### src/rtl/pll_phase_step_ctrl.sv
// pll_phase_step_ctrl: splits one "shift counter N by S steps" request into
// PLL dynamic phase-shift bursts of at most MAX_BURST steps each.
//
// Ports (all in the scanclk domain, rst synchronous active-high):
//   req_valid/req_ready/req_cntsel/req_updn/req_steps : request handshake
//   pll_locked, phase_done : asynchronous PLL status, synchronised here
//   cntsel/num_phase_shifts/updn/phase_en : PLL phase-shift port
//   busy, done (1-cycle pulse), err (sticky), steps_left : status
//
// Optional macro PLL_PHASE_TIMEOUT_EN adds a TIMEOUT-cycle watchdog on
// WAIT_LOCK and WAIT_DONE; without it those states wait indefinitely.

module pll_phase_step_ctrl #(
   parameter int MAX_BURST  = 7,
   parameter int EN_HOLD    = 2,
   parameter int GAP_CYCLES = 4,
   parameter int TIMEOUT    = 1023
) (
   input  logic        scanclk,
   input  logic        rst,
   input  logic        req_valid,
   output logic        req_ready,
   input  logic [4:0]  req_cntsel,
   input  logic        req_updn,
   input  logic [15:0] req_steps,
   input  logic        pll_locked,
   input  logic        phase_done,
   output logic [4:0]  cntsel,
   output logic [2:0]  num_phase_shifts,
   output logic        updn,
   output logic        phase_en,
   output logic        busy,
   output logic        done,
   output logic        err,
   output logic [15:0] steps_left
);

   localparam logic [2:0] IDLE      = 3'd0;
   localparam logic [2:0] WAIT_LOCK = 3'd1;
   localparam logic [2:0] ISSUE     = 3'd2;
   localparam logic [2:0] WAIT_DONE = 3'd3;
   localparam logic [2:0] GAP       = 3'd4;
   localparam logic [2:0] FIN       = 3'd5;

   // One shared counter times the enable hold, the gap and the watchdog;
   // it is sized for the largest of the three limits.
   localparam int BIG1 = (TIMEOUT > EN_HOLD) ? TIMEOUT : EN_HOLD;
   localparam int BIG  = (BIG1 > GAP_CYCLES) ? BIG1 : GAP_CYCLES;
   localparam int CW   = $clog2(BIG + 2);

   localparam logic [CW-1:0] HOLD_LAST = CW'(EN_HOLD - 1);
   localparam logic [CW-1:0] GAP_LAST  = CW'(GAP_CYCLES);
   localparam logic [CW-1:0] CNT_SAT   = '1;

   localparam logic [2:0]  MAX_B = 3'(MAX_BURST);
   localparam logic [15:0] MAX_W = 16'(MAX_BURST);

   logic [2:0]    state;
   logic [2:0]    state_n;
   logic [CW-1:0] cnt;

   logic          lock_m;
   logic          lock_s;
   logic          pd_m;
   logic          pd_s;
   logic          pd_q;
   logic          pd_rise;

   logic [4:0]    lat_cntsel;
   logic          lat_updn;

   logic          accept;
   logic          enter_issue;
   logic          leave_issue;
   logic          fault;
   logic          take_step;
   logic          tmo;
   logic [2:0]    burst;
   logic [15:0]   rem;

   // ---------------------------------------------------------------
   // Status synchronisers
   // ---------------------------------------------------------------
   always_ff @(posedge scanclk) begin
      if (rst) begin
         lock_m <= 1'b0;
         lock_s <= 1'b0;
         pd_m   <= 1'b0;
         pd_s   <= 1'b0;
         pd_q   <= 1'b0;
      end else begin
         lock_m <= pll_locked;
         lock_s <= lock_m;
         pd_m   <= phase_done;
         pd_s   <= pd_m;
         pd_q   <= pd_s;
      end
   end

   assign pd_rise = pd_s & ~pd_q;

   // ---------------------------------------------------------------
   // Handshake and status
   // ---------------------------------------------------------------
   // Gated by rst so the port reads 0 throughout reset even though
   // the state register already holds IDLE.
   assign req_ready = (state == IDLE) & ~rst;
   assign accept    = req_valid & req_ready;
   assign busy      = (state != IDLE);

   // ---------------------------------------------------------------
   // Burst sizing
   // ---------------------------------------------------------------
   assign burst = (steps_left < MAX_W) ? steps_left[2:0] : MAX_B;

   // The loaded burst is never larger than steps_left, so no underflow.
   assign rem = steps_left - {13'd0, num_phase_shifts};

`ifdef PLL_PHASE_TIMEOUT_EN
   localparam logic [CW-1:0] TO_LAST = CW'(TIMEOUT - 1);
   assign tmo = (cnt == TO_LAST);
`else
   assign tmo = 1'b0;
`endif

   // ---------------------------------------------------------------
   // Next-state logic
   // ---------------------------------------------------------------
   always_comb begin
      state_n   = state;
      fault     = 1'b0;
      take_step = 1'b0;
      unique case (state)
         IDLE: begin
            if (accept) begin
               state_n = (req_steps == 16'd0) ? FIN : WAIT_LOCK;
            end
         end
         WAIT_LOCK: begin
            if (lock_s) begin
               state_n = ISSUE;
            end else if (tmo) begin
               fault   = 1'b1;
               state_n = FIN;
            end
         end
         ISSUE: begin
            if (!lock_s) begin
               fault   = 1'b1;
               state_n = FIN;
            end else if (cnt == HOLD_LAST) begin
               state_n = WAIT_DONE;
            end
         end
         WAIT_DONE: begin
            if (!lock_s) begin
               fault   = 1'b1;
               state_n = FIN;
            end else if (pd_rise) begin
               take_step = 1'b1;
               state_n   = (rem == 16'd0) ? FIN : GAP;
            end else if (tmo) begin
               fault   = 1'b1;
               state_n = FIN;
            end
         end
         GAP: begin
            if (cnt == GAP_LAST) begin
               state_n = WAIT_LOCK;
            end
         end
         FIN: begin
            state_n = IDLE;
         end
         default: begin
            state_n = IDLE;
         end
      endcase
   end

   assign enter_issue = (state_n == ISSUE) && (state != ISSUE);
   assign leave_issue = (state == ISSUE) && (state_n != ISSUE);

   // ---------------------------------------------------------------
   // State, counter and control registers
   // ---------------------------------------------------------------
   always_ff @(posedge scanclk) begin
      if (rst) begin
         state <= IDLE;
         cnt   <= '0;
      end else begin
         state <= state_n;
         // Cleared on every state entry, saturates while parked.
         if (state_n != state) begin
            cnt <= '0;
         end else if (cnt != CNT_SAT) begin
            cnt <= cnt + CW'(1);
         end
      end
   end

   always_ff @(posedge scanclk) begin
      if (rst) begin
         lat_cntsel <= 5'd0;
         lat_updn   <= 1'b0;
      end else if (accept) begin
         lat_cntsel <= req_cntsel;
         lat_updn   <= req_updn;
      end
   end

   // PLL port fields load on ISSUE entry and then stay put until the
   // next burst, so the PLL sees stable selects around phase_en.
   always_ff @(posedge scanclk) begin
      if (rst) begin
         cntsel           <= 5'd0;
         updn             <= 1'b0;
         num_phase_shifts <= 3'd0;
         phase_en         <= 1'b0;
      end else if (enter_issue) begin
         cntsel           <= lat_cntsel;
         updn             <= lat_updn;
         num_phase_shifts <= burst;
         phase_en         <= 1'b1;
      end else if (leave_issue) begin
         phase_en         <= 1'b0;
      end
   end

   always_ff @(posedge scanclk) begin
      if (rst) begin
         steps_left <= 16'd0;
      end else if (accept) begin
         steps_left <= req_steps;
      end else if (take_step) begin
         steps_left <= rem;
      end
   end

   always_ff @(posedge scanclk) begin
      if (rst) begin
         err <= 1'b0;
      end else if (accept) begin
         err <= 1'b0;
      end else if (fault) begin
         err <= 1'b1;
      end
   end

   always_ff @(posedge scanclk) begin
      if (rst) begin
         done <= 1'b0;
      end else begin
         done <= (state == FIN);
      end
   end

endmodule

### config.mk
export PLATFORM = sky130hd
export DESIGN_NAME = pll_phase_step_ctrl
export DESIGN_NICKNAME = d
export VERILOG_FILES = /design/src/rtl/pll_phase_step_ctrl.sv
export SDC_FILE = /design/constraint.sdc
export NUM_CORES = 1
export LEC_CHECK = 0
export ABC_AREA = 1
export BUFFER_PORTS_ARGS = -buffer_cell sky130_fd_sc_hd__clkbuf_2
export CAP_MARGIN = 20
export CELL_PAD_IN_SITES_DETAIL_PLACEMENT = 1
export CELL_PAD_IN_SITES_GLOBAL_PLACEMENT = 2
export CORE_MARGIN = 5
export CORE_UTILIZATION = 31
export CTS_BUF_LIST = sky130_fd_sc_hd__clkbuf_8
export DETAILED_ROUTE_END_ITERATION = 10
export PLACE_DENSITY = 0.93
export SLEW_MARGIN = 0
export SYNTH_ARGS = -nofsm -noshare
export SYNTH_HDL_FRONTEND = slang
export SYNTH_SLANG_ARGS = --single-unit
### constraint.sdc
create_clock -name scanclk -period 4.1 [get_ports scanclk]
set_input_delay 0.615 -clock scanclk [delete_from_list [all_inputs] [get_ports scanclk]]
set_output_delay 0.615 -clock scanclk [all_outputs]
set_load 0.1 [all_outputs]
==> results of run 1 <==
[state kept, by name, indices dropped and copies added, names as in the netlist]
name              count
num_phase_shifts      3
err                   1
cnt                  11
lock_s                1
pd_m                  1
done                  1
lat_updn              1
pd_q                  1
lock_m                1
phase_en              1
cntsel                5
updn                  1
lat_cntsel            5
pd_s                  1
steps_left           16
state                 3
[cell families after synthesis]
logic type | after synthesis
flip-flops | 53
AND/OR/NAND/NOR | 251
AO/OA/AOI/OAI | 45
buffers and inverters | 74
XOR/XNOR | 8
adder cells (fa/ha/maj) | 8
[worst min path at each step]
stage                  end  slack (ns)  cells after the start
floorplan           lock_s        0.39                      2
global placement      pd_s        0.39                      2
detailed placement  lock_s        0.40                      2
CTS                 lock_s        0.42                      2
global route          pd_s        0.44                      2
finish                pd_s        0.41                      2
[cell usage in the layout (no fill, tap or decap), types with 2 or more instances in the layout]
master | netlist | layout
xnor2_1 | 2 | 2
o31ai_1 | 2 | 2
a21oi_1 | 9 | 9
nand2_1 | 109 | 109
inv_1 | 58 | 59
nor2_2 | 17 | 17
nor4_1 | 5 | 5
clkbuf_8 | 0 | 5
or2_2 | 4 | 4
o221ai_1 | 2 | 2
nand3b_1 | 2 | 2
nand2_2 | 9 | 9
buf_4 | 0 | 4
clkinv_1 | 2 | 2
nand4_1 | 7 | 7
ha_1 | 7 | 7
nor3_1 | 4 | 4
nor2_1 | 59 | 59
o21ai_0 | 12 | 12
xor2_1 | 6 | 6
dfxtp_1 | 53 | 53
clkbuf_2 | 0 | 56
clkinvlp_4 | 0 | 2
inv_2 | 2 | 2
a31oi_1 | 13 | 13
nand3_1 | 33 | 33
[worst min-delay path: stages (launching register included)]
cell and delay (ns):
dfxtp_1 0.31, inv_1 0.04, nor2_1 0.03
[power by group through the flow]
stage          Sequential (W)  Combinational (W)  Clock, W
3_3_place_gp         0.000570           0.000299         0
2_1_floorplan        0.000633           0.000170         0
5_1_grt              0.000562           0.000336  0.000334
3_5_place_dp         0.000571           0.000306         0
4_1_cts              0.000559           0.000308  0.000314
6_report             0.000558           0.000305  0.000303
[layer usage]
metal  vias up  wire length (um)
li1       1505                 -
met1      1376              4090
met2        49              4210
met3        13               266
met4         0               186
met5         -                 0
[layout make-up]
type / count / area (um2) / area share, %
Inverter: 62 / 233 / 6.86
Clock inverter: 3 / 18.8 / 0.553
Clock buffer: 5 / 68.8 / 2.03
Timing Repair Buffer: 60 / 310 / 9.14
Tap cell: 111 / 139 / 4.09
Sequential cell: 53 / 1060 / 31.3
Multi-Input combinational cell: 312 / 1560 / 46.1
[through the flow]
step	hold WS, ns	power, W	setup slack, ns
3_5_place_dp	0.402	0.000877	0.830
4_1_cts	0.417	0.00118	0.796
5_1_grt	0.440	0.00123	0.438
2_1_floorplan	0.388	0.000804	0.416
3_3_place_gp	0.393	0.000869	0.971
6_report	0.410	0.00117	0.839
==> reports/metrics.yaml, run 1 <==
use_met1_pct: 19.9
p_leak_nw: 1.65
vias_per_cell: 4.86
nFillCells: 1230
muxShareOfSynthArea_pct: 0
layout_min_cycle_time_ns: 3.26
p_int_w: 0.000732
reg2reg_setup_slack_ns: 0.84
dp_hpwl_mm: 6.91
placed_cells: 598
start_util_pct: 31.8
clock-sinks: 53
synth_xor_xnor_area_share_pct: 2.40
postCtsSetupRepairBufs: 0
clk_latency_ns: 0.32
tns_ns: 0
cts_tree: "done"
synthCells: 439
io_pins: 57
cts_resized: 0
drc: 0
grt_usage_pct: 16.0
ant_nets: 0
die_y_um: 107
synth-seq-cells: 53
routedWlPerCell_um: 14.4
clockRootBuffer: "clkbuf_8"
cts_made_buffers: 5
min_path_type: "reg -> reg"
rr_endpoint: "num_phase_shifts[2]"
critPathMaxStageDelay_ns: 0.41
h-tree-depth: 2
worstMarginPinSlew_ns: 0.662
placementRows: 35
postLayoutCoreUtil_pct: 36.9
routed-via-count: 2943
ys_warn_count: 0
synthArstFlopShare_pct: 0
reg2reg_from: "steps_left[0]"
p_sw_w: 0.000434
report.final.slew_viol_count: 0
clk_pin_slew_ns: 0.10
io_buffer_count: 56
pwr-share-seq_pct: 47.9
finalSetupViolCount: 0
netlist_top_cells_count: "109 x nand2_1, 59 x nor2_1, 58 x inv_1"
p_comb_share_pct: 26.2
cp-end-kind: "flip-flop"
syn_area_um2: 2920
ys_types: 36
finalCritPeriodShare_pct: 79.5
grt_max_degree: 26
final_nets: 529
place.gp.congestion: 0.847
grt_overflow: 0
drive_above_1_share_pct: 20.4
met2_usage_pct: 27.9
startpoint: "steps_left[0]"
grt_pass1_wl_mm: 14.8
post_synth_and_or_nand_nor_area_fraction_pct: 38.1
path_class: "reg -> reg"
synth_flop_cell: "dfxtp_1"
crit_arrival_ns: 3.47
synth_area_leaders: "dfxtp_1 36%, nand2_1 14%, nor2_1 7.6%"
antenna_found_initial: 0
required_ns: 4.31
cp.depth: 22
met3_usage_pct: 2.89
yosysTopAreaCell: "dfxtp_1"
stdcell_count: 606
vdd_drop_max_mv: 0.155
slowest_stage: "fa_1"
area_growth_pct: 16.2
synth-compound-area-share_pct: 9.34
grt_pass1_vias: 3164
fin_area_um2: 3390
rr_worst_depth: 22
die_x_um: 107
place_area_um2: 3310
power_switching_share_pct: 37.2
fmax_ghz: 0.307
max_slew_margin_pct: 55.6
cts_max_path_buffers: 2
maxCapViolCount: 0
min_from: "pd_m"
synthAdderAreaFrac_pct: 3.68
cp_max_fo: 11
finalHoldViolCount: 0
top_usage_layer: "met2"
antennaDiodeCount: 0
drt_iter0_markers: 75
clkPwrFrac_pct: 26.0
synth_top_family_by_area: "simple AND/OR/NAND/NOR gates"
die_area_um2: 11500
skew_ns: 0.0145
crit_path_start_kind: "flip-flop"
status: "finished clean"
path_cells: "inv_1 > ha_1 > fa_1 > inv_1 > nand2_1 > nand2_2 > inv_1 > nand2_1 > nand2_1 > nand2_1 > inv_1 > nand2_1 > nor2_1 > nand3_1 > nand2_1 > nand2_2 > nand2_2 > nor2_1 > ha_1 > inv_1 > o31ai_1 > inv_1"
ctsHoldBuffers: 0
crit_end: "num_phase_shifts[2]"
yosysMostFrequentCell: "nand2_1"
rsz0062_at_grt: "no"
syn_nets: 474
yosysTopAreaCellShare_pct: 36.3
power_density_nw_per_um2: 344
synth_edf_count: 0
yosysSeqAreaShare_pct: 36.3
cpLargestDelayFamily: "adder cells"
syn-mean-instance-area_um2: 6.65
drtPass1Iterations: 4
critPathBufInv: 6
core_area_um2: 9200
wl_mm: 8.75
(Power assumes the default switching activity.)
==> run 2: changes to the inputs <==
- CORE_UTILIZATION: 31 -> 28
- PLACE_DENSITY: 0.93 -> 0.9
- clock period: 4.1 -> 2.7 ns (I/O delays scaled with it)
==> run 2 against run 1 <==
  * First-iteration DRC count up 59%
  * Final cell count increased by 5.4%
  * Die area up 9.7%
  * Largest power group unchanged
  * Setup slack got worse by 0.72 ns
  * Fmax up 26%
  * Via count rose by 2.4%
  * Critical endpoint unchanged
  * Sequential share of layout area shrank 1.7 points
  * Highest routed layer unchanged
  * Critical path type unchanged
==> reports/metrics.yaml, run 2 (synthesis gave the netlist of run 1 again) <==
rsz0062_at_grt: "yes"
nFillCells: 1322
power_switching_share_pct: 38.2
io_buffer_count: 56
p_int_w: 0.00115
crit_arrival_ns: 2.81
worstMarginPinSlew_ns: 0.547
postLayoutCoreUtil_pct: 35.8
rr_worst_depth: 22
path_cells: "inv_4 > ha_4 > fa_2 > inv_2 > nand2_4 > nand2_4 > inv_2 > nand2_1 > nand2_1 > nand2_2 > inv_1 > nand2_1 > nor2_1 > nand3_1 > nand2_1 > nand2_2 > nand2_2 > nor2_4 > ha_4 > clkinv_8 > o31ai_2 > inv_1"
drt_iter0_markers: 119
drtPass1Iterations: 4
top_register: "steps_left"
met2_usage_pct: 27.4
reg2reg_setup_slack_ns: 0.11
routedWlPerCell_um: 14.0
largest_reg_flops: 16
report.final.slew_viol_count: 0
power_density_nw_per_um2: 505
ant_nets: 0
path_class: "reg -> reg"
cp_max_fo: 11
cts_tree: "done"
finalSetupViolCount: 0
final_nets: 537
drc: 0
crit_end: "num_phase_shifts[2]"
maxCapViolCount: 0
clock-sinks: 53
cts_made_buffers: 5
core_area_um2: 10200
min_path_type: "in -> reg"
pwr-share-seq_pct: 45.7
crit_path_start_kind: "flip-flop"
ctsHoldBuffers: 0
reg2reg_from: "steps_left[0]"
layout_min_cycle_time_ns: 2.59
clkPwrFrac_pct: 27.4
grt_usage_pct: 14.5
startpoint: "steps_left[0]"
grt_overflow: 0
tns_ns: 0
die_y_um: 112
fmax_ghz: 0.387
path_common_cell: "nand2_1"
p_sw_w: 0.000707
area_growth_pct: 25.4
critPathMaxStageDelay_ns: 0.38
cts_max_path_buffers: 2
finalCritPeriodShare_pct: 95.8
dp_hpwl_mm: 7.27
finalHoldViolCount: 0
p_comb_share_pct: 27.0
antenna_found_initial: 0
grt_pass1_vias: 3151
reg.largest.list: "steps_left x16, cnt x11"
status: "finished clean"
min_from: "phase_done"
clk_pin_slew_ns: 0.11
grt_max_degree: 26
slowest_stage: "dfxtp_4"
required_ns: 2.93
vias_per_cell: 4.72
start_util_pct: 28.5
drive_above_1_share_pct: 28.4
top_usage_layer: "met2"
placementRows: 37
place.gp.congestion: 0.862
h-tree-depth: 2
clockRootBuffer: "clkbuf_8"
use_met1_pct: 16.5
p_leak_nw: 1.73
wl_mm: 8.95
die_area_um2: 12600
io_pins: 57
routed-via-count: 3013
die_x_um: 112
layout_common_cells: "106 x nand2_1, 57 x nor2_1, 56 x clkbuf_2"
antennaDiodeCount: 0
met3_usage_pct: 2.64
clk_latency_ns: 0.32
max_slew_margin_pct: 63.3
final_common_cell: "nand2_1"
rr_endpoint: "num_phase_shifts[2]"
vdd_drop_max_mv: 0.193
skew_ns: 0.00653
cp-end-kind: "flip-flop"
grt_pass1_wl_mm: 15.1
==> run 2: cell count changes in the layout (fill, tap and decap cells not counted), moves of 3 or more <==
cell / before / now
dfxtp_1: 53 / 46
dfxtp_4: 0 / 6
inv_2: 2 / 5
buf_4: 4 / 10
ha_1: 7 / 4
nand2_1: 109 / 106
ha_4: 0 / 3
o21ai_0: 12 / 6
inv_1: 59 / 53
o21ai_2: 1 / 7
nand2_4: 0 / 3
==> run 2: final cells by class <==
type | count | area (um2) | area share (%)
sequential | 53 | 1080 | 29.6
timing repair buffer | 68 | 378 | 10.3
tap | 136 | 170 | 4.64
multi-input combinational | 312 | 1690 | 46.0
clock inverter | 3 | 28.8 | 0.786
inverter | 62 | 248 | 6.76
clock buffer | 5 | 68.8 | 1.88
==> run 2: worst min-delay path by stage <==
stage          cells after the start  slack [ns]     end
2_1_floorplan                      2        0.39  lock_s
3_3_place_gp                       2        0.39    pd_s
3_5_place_dp                       2        0.41    pd_s
4_1_cts                            3        0.25    pd_m
5_1_grt                            3        0.25  lock_m
6_report                           3        0.26    pd_m
==> run 2: through the flow <==
step                std cells  total power, W  hold WS, ns  instance area (um2)  setup WS [ns]
finish                    639         0.00185        0.260                 3660          0.114
global route              639         0.00195        0.253                 3660         -0.121
CTS                       633         0.00185        0.247                 3520         0.0102
detailed placement        625         0.00134        0.406                 3400         -0.105
global placement          625         0.00132        0.389                 3400         0.0270
floorplan                 439         0.00122        0.388                 2980         -0.137
==> run 2: worst max-delay path: cells and delay by family (launching register included) <==
kind | cells | cell delay, ns
AOI/OAI and AO/OA | 1 | 0.18
adders and majority gates | 3 | 0.72
buffers and inverters | 6 | 0.37
DFF | 1 | 0.38
and+or+nand+nor | 12 | 0.83
==> run 2: power groups by stage <==
| stage | logic (W) | clock network [W] | registers, W |
|---|---|---|---|
| floorplan | 0.000261 | 0 | 0.000959 |
| global placement | 0.000464 | 0 | 0.000860 |
| detailed placement | 0.000475 | 0 | 0.000863 |
| CTS | 0.000480 | 0.000526 | 0.000845 |
| global route | 0.000550 | 0.000552 | 0.000851 |
| finish | 0.000500 | 0.000507 | 0.000845 |
==> run 2: per-layer routing <==
layer	up-vias	routed length (um)
li1	1516	-
met1	1455	3820
met2	31	4770
met3	11	200
met4	0	155
met5	-	0
==> run 2: timing repair <==
item,in CTS,in global routing
endpoints found under the hold margin,0,0
endpoints found under the setup margin,9,10
pin swaps,0,16
buffers inserted,0,6
gates resized for setup,4,32
==> run 3: changes to the inputs <==
- REMOVE_ABC_BUFFERS: unset -> 1
==> run 3 against run 2 <==
  * Critical path type unchanged
  * Final cell count grew 1.3%
  * Flip-flop and latch count stayed put
  * Worst hold slack improved by 0.022 ns
  * Critical endpoint is now cntsel[0]
  * Largest power group unchanged
==> reports/metrics.yaml, run 3 (synthesis gave the netlist of run 1 again) <==
die_area_um2: 12600
crit_path_start_kind: "flip-flop"
min_path_type: "in -> reg"
drt_iter0_markers: 132
core_area_um2: 10200
final_nets: 545
clk_pin_slew_ns: 0.10
finalHoldViolCount: 0
reg.largest.list: "steps_left x16, cnt x11"
vdd_drop_max_mv: 0.257
clock-sinks: 53
antennaDiodeCount: 0
place.gp.congestion: 0.853
die_y_um: 112
top_register: "steps_left"
h-tree-depth: 2
skew_ns: 0.00941
grt_max_degree: 26
routed-via-count: 3050
fmax_ghz: 0.376
final_common_cell: "nand2_1"
finalSetupViolCount: 0
placementRows: 37
tns_ns: 0
layout_min_cycle_time_ns: 2.66
met3_usage_pct: 2.96
postLayoutCoreUtil_pct: 36.6
drc: 0
power_density_nw_per_um2: 537
grt_pass1_wl_mm: 15.0
drive_above_1_share_pct: 28.4
rr_worst_depth: 20
ant_nets: 0
dp_hpwl_mm: 7.15
wl_mm: 9.21
max_slew_margin_pct: 56.2
clk_latency_ns: 0.31
clockRootBuffer: "clkbuf_8"
cp_max_fo: 8
maxCapViolCount: 0
io_buffer_count: 56
power.total_w: 0.00201
finalCritPeriodShare_pct: 98.5
stdcell_count: 647
met2_usage_pct: 26.1
cts_tree: "done"
grt_overflow: 0
min_path_cells: 3
placed_cells: 636
area_growth_pct: 28.4
report.final.slew_viol_count: 0
p_leak_nw: 1.79
status: "finished clean"
routedWlPerCell_um: 14.2
cts_made_buffers: 5
antenna_found_initial: 0
cts_max_path_buffers: 2
io_pins: 57
drtPass1Iterations: 4
crit_arrival_ns: 2.87
die_x_um: 112
use_met1_pct: 17.6
top_usage_layer: "met2"
worstMarginPinSlew_ns: 0.653
grt_usage_pct: 14.4
vias_per_cell: 4.71
layout_common_cells: "104 x nand2_1, 56 x clkbuf_2, 54 x nor2_1"
rsz0062_at_grt: "yes"
path_class: "reg -> reg"
cp-end-kind: "flip-flop"
start_util_pct: 28.5
grt_pass1_vias: 3133
fin_hold_ws_ns: 0.282
largest_reg_flops: 16
required_ns: 2.91
-- run 3: cell type report --
type / instances / area (um2)
Clock buffer: 5 / 68.8
Clock inverter: 3 / 68.8
Fill cell: 1337 / 6480
Inverter: 62 / 238
Multi-Input combinational cell: 312 / 1690
Sequential cell: 53 / 1060
Tap cell: 136 / 170
Timing Repair Buffer: 76 / 445
-- run 3: worst paths after layout --
check | start | end | slack (ns)
hold reg to reg | lock_m | lock_s | 0.41
hold / removal | req_updn | lat_updn | 0.28
setup / recovery | steps_left[0] | cntsel[0] | 0.04
setup reg to reg | steps_left[0] | cntsel[0] | 0.04
-- run 3: metal layers --
layer	routed length (um)	up-vias
li1	-	1532
met1	4160	1455
met2	4560	57
met3	394	6
met4	87	0
met5	0	-
-- run 3: stage by stage --
step	worst slack (ns)	instance area, um2
after global routing	-0.150	3750
after CTS	0.00760	3620
after floorplan	-0.803	2860
final	0.0397	3750
after global placement	0.0447	3430
after detailed placement	-0.101	3430
-- run 3: repair_timing --
item / in CTS / in global routing
buffers inserted: 1 / 2
pin swaps: 2 / 14
gates resized for setup: 14 / 33
setup endpoints to repair: 10 / 21
hold buffers: 0 / 0
-- run 3: report_power, final --
part / leakage (nW) / switching [W] / internal [W] / total, W
clock: 0.0687 / 0.000275 / 0.000373 / 0.000648
combinational: 1.29 / 0.000368 / 0.000147 / 0.000515
sequential: 0.433 / 0.0000341 / 0.000814 / 0.000848
-- run 3: critical path, cell delays in order, from the launching register on --
cell     delay [ns]
dfxtp_2        0.35
inv_2          0.05
ha_4           0.16
fa_2           0.40
inv_2          0.09
nand2_4        0.07
buf_4          0.13
nand3_1        0.10
nand3_2        0.09
nor2_2         0.07
nand2_1        0.05
nor2_1         0.08
nand3_1        0.09
nand2_1        0.10
nand2_2        0.07
nand2_4        0.08
nor2_4         0.04
ha_4           0.18
buf_8          0.14
o21ai_0        0.17
nor2_1         0.05
